==> src/rtl/led_fade_pwm.sv <==
// led_fade_pwm
//   PWM driver for the LED chaser. A channel whose pattern bit is set jumps
//   to full brightness; once the bit clears, the channel's level decays by
//   DECAY_STEP every DECAY_DIV enabled cycles until it reaches zero, leaving
//   a fading trail behind the chaser.
//
// Ports
//   clk      system clock, rising edge
//   reset_n  asynchronous active-low reset
//   enable   1 = run; 0 = outputs forced off, PWM and decay frozen
//   pattern  per-LED request from the chaser (bit i = LED i on)
//   led_out  registered PWM drive to the GPIO pins
//   busy     registered; 1 while any channel level is nonzero
//
// Optional build macro
//   LED_FADE_GAMMA_EN  square-law duty mapping (duty = level^2 >> PWM_BITS)
//                      for a perceptually linear fade. Default build uses
//                      duty = level and has no multiplier.

module led_fade_pwm #(
   parameter int N_LEDS     = 8,
   parameter int PWM_BITS   = 8,
   parameter int DECAY_DIV  = 48000,
   parameter int DECAY_STEP = 8
) (
   input  logic              clk,
   input  logic              reset_n,
   input  logic              enable,
   input  logic [N_LEDS-1:0] pattern,
   output logic [N_LEDS-1:0] led_out,
   output logic              busy
);

   localparam int PRESC_W = (DECAY_DIV > 1) ? $clog2(DECAY_DIV) : 1;
   localparam logic [PWM_BITS-1:0] LVL_MAX    = {PWM_BITS{1'b1}};
   localparam logic [PWM_BITS-1:0] LVL_ZERO   = '0;
   localparam logic [PRESC_W-1:0]  PRESC_LAST = PRESC_W'(DECAY_DIV - 1);
   localparam logic [PWM_BITS:0]   STEP_EXT   = (PWM_BITS + 1)'(DECAY_STEP);

   logic [PWM_BITS-1:0] pwm_cnt;
   logic [PRESC_W-1:0]  presc;
   logic [PWM_BITS-1:0] level     [N_LEDS];
   logic [PWM_BITS-1:0] level_dec [N_LEDS];
   logic [PWM_BITS-1:0] duty      [N_LEDS];
   logic [N_LEDS-1:0]   led_nxt;
   logic                any_lit;
   logic                tick;

   assign tick = enable && (presc == PRESC_LAST);

   // Saturating decrement, computed one bit wider so a step larger than the
   // current level lands on zero instead of wrapping.
   always_comb begin
      for (int i = 0; i < N_LEDS; i++) begin
         level_dec[i] = LVL_ZERO;
         if ({1'b0, level[i]} > STEP_EXT) begin
            level_dec[i] = level[i] - STEP_EXT[PWM_BITS-1:0];
         end
      end
   end

`ifdef LED_FADE_GAMMA_EN
   logic [2*PWM_BITS-1:0] level_sq [N_LEDS];

   always_comb begin
      for (int i = 0; i < N_LEDS; i++) begin
         level_sq[i] = {{PWM_BITS{1'b0}}, level[i]} * {{PWM_BITS{1'b0}}, level[i]};
         duty[i]     = level_sq[i][2*PWM_BITS-1:PWM_BITS];
      end
   end
`else
   always_comb begin
      for (int i = 0; i < N_LEDS; i++) begin
         duty[i] = level[i];
      end
   end
`endif

   // MAX is forced full-on so a lit LED never shows the single off cycle
   // that a plain (cnt < duty) compare would produce at cnt == MAX.
   always_comb begin
      led_nxt = '0;
      any_lit = 1'b0;
      for (int i = 0; i < N_LEDS; i++) begin
         any_lit = any_lit | (level[i] != LVL_ZERO);
         if (enable) begin
            if (level[i] == LVL_MAX) begin
               led_nxt[i] = 1'b1;
            end else if (level[i] != LVL_ZERO) begin
               led_nxt[i] = (pwm_cnt < duty[i]);
            end
         end
      end
   end

   always_ff @(posedge clk or negedge reset_n) begin
      if (!reset_n) begin
         pwm_cnt <= '0;
         presc   <= '0;
      end else if (!enable) begin
         pwm_cnt <= '0;
         presc   <= '0;
      end else begin
         pwm_cnt <= pwm_cnt + 1'b1;
         presc   <= tick ? '0 : presc + 1'b1;
      end
   end

   // A set request is honoured even while disabled; decay only moves on tick.
   always_ff @(posedge clk or negedge reset_n) begin
      if (!reset_n) begin
         for (int i = 0; i < N_LEDS; i++) begin
            level[i] <= '0;
         end
      end else begin
         for (int i = 0; i < N_LEDS; i++) begin
            if (pattern[i]) begin
               level[i] <= LVL_MAX;
            end else if (tick) begin
               level[i] <= level_dec[i];
            end
         end
      end
   end

   always_ff @(posedge clk or negedge reset_n) begin
      if (!reset_n) begin
         led_out <= '0;
         busy    <= 1'b0;
      end else begin
         led_out <= led_nxt;
         busy    <= any_lit;
      end
   end

endmodule

==> config.mk <==
export PLATFORM = sky130hd
export DESIGN_NAME = led_fade_pwm
export DESIGN_NICKNAME = d
export VERILOG_FILES = /design/src/rtl/led_fade_pwm.sv
export SDC_FILE = /design/constraint.sdc
export NUM_CORES = 1
export LEC_CHECK = 0
export ABC_AREA = 1
export BUFFER_PORTS_ARGS = -buffer_cell sky130_fd_sc_hd__buf_2
export CORE_UTILIZATION = 55
export DETAILED_ROUTE_END_ITERATION = 10
export HOLD_SLACK_MARGIN = 0.08
export PLACE_DENSITY = 0.73
export RECOVER_POWER = 100
export REMOVE_ABC_BUFFERS = 1
export SETUP_SLACK_MARGIN = 0.3
export SYNTH_ARGS = -nofsm -noshare
export SYNTH_HDL_FRONTEND = slang
export SYNTH_SLANG_ARGS = --single-unit
==> constraint.sdc <==
create_clock -name clk -period 1.9 [get_ports clk]
set_input_delay 0.095 -clock clk [delete_from_list [all_inputs] [get_ports clk]]
set_output_delay 0.095 -clock clk [all_outputs]
set_load 0.1 [all_outputs]
After elaboration in Yosys (flattened, before gate mapping)

Cells that the tools add are included.

Flip-flop bits (word level): 97
Output and inout bits: 9
Input bits: 11
Word-level logic and storage cells: 122

$lt $le $gt $ge: 16
Bitwise operators: 7
$add $sub $neg: 10
Reduce and logical (&&, ||, !) cells: 17
Equality and inequality tests: 9
Multiplexer cells: 51

Operators by type and width:

| operator                                                      | count |
|---|---|
| two-way mux 8 bit                                             | 25 |
| equality test 8 bit, second input constant                    | 8 |
| greater-than comparator 8 x 4 -> 1 bit, second input constant | 8 |
| less-than comparator 8 bit                                    | 8 |
| nonzero test 8 bit                                            | 8 |
| subtractor 8 x 4 -> 8 bit, second input constant              | 8 |
| two-way mux 16 bit                                            | 2 |
| two-way mux 1 bit                                             | 24 |
| adder 16 x 1 -> 16 bit, second input constant                 | 1 |
| equality test 16 bit, second input constant                   | 1 |
| nonzero test 2 bit                                            | 8 |
| adder 8 x 1 -> 8 bit, second input constant                   | 1 |
| OR 1 bit                                                      | 7 |
| logical AND 1 bit                                             | 1 |

Logic depth before layout (Yosys ltp)

Depth after elaboration: 8
Gate-level depth with buffers: 10
Mapped depth without buffers: 10

Least setup slack after synthesis

OpenSTA, ideal clock, no wires.

Path kind: reg-to-reg
Start point: reg presc[0]
End point: reg presc[0]
Arrival time: 1435 ps
Setup slack: 402 ps
Buffers on the path: 0
Clock period less this slack: 1498 ps
Cell stages (with the launch flop): 10
Data required time: 1837 ps
Library setup time: 63 ps
Cells stage by stage: dfrtp_1 > ha_1 > nand2_2 > nor2_4 > nand2_4 > clkinv_2 > nand2_2 > nand2_2 > or2_2 > inv_1

Longest elaborated chain between the ends: 4
Elaborated cells on any way between the ends: 5
Classes of those cells: 1 x add/sub; 1 x eq/ne; 2 x mux; 1 x reduce/logical

RTL lines:

| item                                                           | line | RTL |
|---|---|---|
| start, declared                                                | 41   | `logic [PRESC_W-1:0] presc;` |
| start signal, assigned                                         | 105  | `presc <= tick ? '0 : presc + 1'b1;` |
| branches (longest 2 deep; another with adder 16 x 1 -> 16 bit) | -    |  |
| two-way mux 16 bit *                                           | 105  |  |
| two-way mux 16 bit *                                           | 100  | `end else if (!enable) begin` |

Every way passes the cells marked *.
A chain may end at the register's enable or synchronous reset.

Worst setup path after layout

Start point: reg presc[1]
End point: reg level (netlist bit duty[31])

Longest elaborated chain between the ends: 3

RTL lines:

| item                          | line | RTL |
|---|---|---|
| equality test 16 bit          | 49   | `assign tick = enable && (presc == PRESC_LAST);` |
| logical AND 1 bit             | 49   |  |
| nonzero test 2 bit (no line)  | -    |  |
| end signal, assigned by index | 120  | `level[i] <= level_dec[i];` |
| end, declared                 | 42   | `logic [PWM_BITS-1:0] level [N_LEDS];` |

Every way passes these cells.

==> metrics.md <==
| Metric | Value |
|---|---|
| CP delay by family, top | simple AND/OR/NAND/NOR gates |
| Largest area contributor in the netlist | dfrtp_1 |
| Initial Util | 57.8% |
| Chip height | 104 um |
| Critical Path Sink Type | flop |
| Global route overflow | 0 |
| Slew at the pin closest to its max-slew limit | 1.16 ns |
| Nets | 947 |
| Vias | 5543 |
| Wire per inst | 14.3 um |
| Worst-Skew Late Latency | 0.37 ns |
| Fmax achieved | 587 MHz |
| Post-Route Skew | 0.0186 ns |
| Worst slack on hold paths | 0.402 ns |
| Crit path to | duty[31] |
| CP Launch Type | flop |
| Detailed placer's ending HPWL | 9860 um |
| Avg Inst Size Synth | 7.13 um^2 |
| Total CTS buffers | 9 |
| # diodes | 0 |
| Final Critical Period | 1.70 ns |
| Post-route setup TNS | 0 ns |
| H-tree depth | 3 |
| Max-cap violation count | 0 |
| WS Path Type | reg -> reg |
| Crit path DAT | 2.01 ns |
| DIE WIDTH | 104 um |
| Die Area | 10900 um^2 |
| Most used cell, CP | nand2_4 |
| Slew Limit Headroom | 22.7% |
| PD cells | 484 nW/um^2 |
| Port bufs | 19 |
| Slew Limit Fails | 0 |
| GP Congestion | 0.874 |
| Vias per cell | 5.50 |
| Post-route ant nets | 0 |
| CTS tree | done |
| Post-Syn Instances | 807 |
| Area Growth Syn to Fin | 13.6% |
| DRT Wirelength | 14400 um |
| Share of cells above drive strength 1 | 8.81% |
| Worst-path cell chain | ha_1 > nand2_4 > nor2_4 > nand2_4 > inv_6 > nand2_8 > clkbuf_1 > nand2_1 > nand3_1 |
| Lkg Pwr | 3.89 nW |
| Num rows | 36 |
| Clk Tree Root Cell | clkbuf_8 |
| First-pass GRT wire length | 23400 um |
| Worst reg2reg path depth | 9 |
| Final Hold Viols | 0 |
| Largest cells by area after synthesis | dfrtp_1 35%, nand2_1 15%, ha_1 14% |
| Total core area | 9950 um^2 |
| Crit. path cell count | 9 |
| Vias in the first global route | 5248 |
| Worst path required time | 2.21 ns |
| Buffers & Inverters on Critical Path | 2 |
| Max IR drop VDD | 0.338 mV |
| Outcome | finished clean |
| First-pass DRT Iterations | 6 |
| Setup violators final | 0 |
| Synth warn | 0 |
| Tcrit/Tclk final | 89.6% |
| CP max stage cell | dfrtp_1 |
| Final Non-Filler Cells | 1007 |
| Yosys cell types | 28 |
| Reg2reg start | presc[1] |
| FF+latch count, synth | 81 |
| IO Pins | 20 |
| Total Power Consumption | 0.00317 W |
| HP Class | in -> async |
| RSZ-0062 raised after global routing | true |
| Gr usage total | 26.9% |
| CTS max path bufs | 2 |
| Synthesized area | 5750 um^2 |
| Largest net degree at the start of global routing | 47 |
| CP startpoint | presc[1] |
| Synth top area share | 35.2% |
| Crit path max fanout | 7 |
| Initial antenna violation count | 0 |
| DP Cell Count | 962 |
| Sequential area share after synthesis | 35.2% |
| Reg2reg setup slack | 0.20 ns |
| Worst reg2reg path endpoint | duty[31] |
| Util after Layout | 65.6% |
| Number of DRC markers in iteration 0 | 382 |
| Worst-path clk slew | 0.09 ns |
| Max incr delay on CP | 0.39 ns |
| Sink Count | 81 |
| DRC | 0 |
==> layout by cell type, fill, tap and decap left out, drive strengths merged <==
cell type	n
nor3	15
nor2	79
o22ai	1
ha	66
nand2	240
xor2	5
clkinv	2
inv	118
nand4	6
buf	34
clkinvlp	1
or2	3
xnor2	4
o21ai	29
o211ai	1
nor3b	3
nand3	98
dlygate4sd3	10
dfrtp	81
clkbuf	29
o21a	1
a21oi	48
==> routing by layer <==
layer	routed length [um]	GRT usage, %	part of all wire (%)	vias up
li1	-	-	-	2720
met1	6270	33.1	44	2616
met2	7020	47.3	49	173
met3	693	4.39	4.8	34
met4	395	9.90	2.7	0
met5	0	0	0	-
==> area by class of cell <==
cell class | instances | area, um^2
clock buffers | 12 | 145
fillers | 872 | 3420
clock inverters | 3 | 17.5
multi-input cells | 599 | 3240
flip-flops and latches | 81 | 2030
well taps | 133 | 166
inverters | 118 | 460
repair buffers | 61 | 470
==> state kept, by name (all words and copies together) (netlist names) <==
register	flops
pwm_cnt	8
led_out	8
duty	48
presc	16
busy	1
==> worst register-to-register path, stage by stage, from the launching register on <==
cell and delay (ns):
dfrtp_1 0.39, ha_1 0.25, nand2_4 0.09, nor2_4 0.05, nand2_4 0.14, inv_6 0.06
nand2_8 0.14, clkbuf_1 0.35, nand2_1 0.11, nand3_1 0.09
==> cells in the mapped netlist <==
| cell | count |
|---|---|
| o22ai_1 | 1 |
| dfrtp_1 | 81 |
| ha_1 | 66 |
| clkbuf_1 | 1 |
| or2_2 | 3 |
| nand2_4 | 2 |
| nand3_1 | 98 |
| buf_4 | 2 |
| nor2_8 | 1 |
| nor3b_1 | 3 |
| nand4_1 | 6 |
| inv_2 | 4 |
| buf_2 | 3 |
| nor2_1 | 76 |
| clkinv_2 | 1 |
| nand2_1 | 234 |
| o21ai_1 | 2 |
| inv_1 | 113 |
| o211ai_1 | 1 |
| nand2_2 | 3 |
| a21oi_1 | 48 |
| nor2_4 | 2 |
| buf_6 | 4 |
| nor3_1 | 15 |
| o21ai_0 | 27 |
| o21a_1 | 1 |
| xor2_1 | 5 |
| xnor2_1 | 4 |
==> power by group <==
part           leakage (nW)  total, W  switching, W  internal [W]
logic                  2.96  0.000265      0.000191     0.0000743
clock network        0.0822   0.00115      0.000646      0.000501
registers             0.845   0.00175     0.0000132       0.00174
==> worst min-delay path by stage <==
stage	from	end	slack [ns]	cells past startpoint
2_1_floorplan	reset_n	busy	-0.20	0
6_report	reset_n	duty[37]	0.40	2
5_1_grt	reset_n	led_out[3]	0.48	2
3_3_place_gp	reset_n	led_out[6]	0.09	1
3_5_place_dp	reset_n	led_out[6]	0.09	1
4_1_cts	reset_n	duty[37]	0.24	2
==> timing repair <==
item | 4_1_cts | 5_1_grt
hold buffers | 10 | 0
gates cloned | 0 | 3
hold endpoints to repair | 91 | 0
pin swaps | 2 | 9
setup buffers | 5 | 12
setup endpoints to repair | 59 | 52
gates resized for setup | 12 | 33
==> kinds of logic (layout without fill, tap and decap cells) <==
logic type	Yosys count	after routing	synth area share, %
XOR/XNOR	9	9	1.37
AND/OR/NAND/NOR	443	444	32.9
buffers and inverters	128	194	9.09
adder cells (fa/ha/maj)	66	66	14.4
flip-flops	81	81	35.2
AO/OA/AOI/OAI	80	80	7.07
==> metrics by stage <==
step | area (um^2) | setup slack [ns]
after floorplan | 5670 | 0.0332
after global placement | 6060 | 0.108
after detailed placement | 6060 | -0.0160
after CTS | 6390 | 0.302
after global routing | 6540 | 0.139
final | 6540 | 0.197
(Power assumes the default switching activity.)
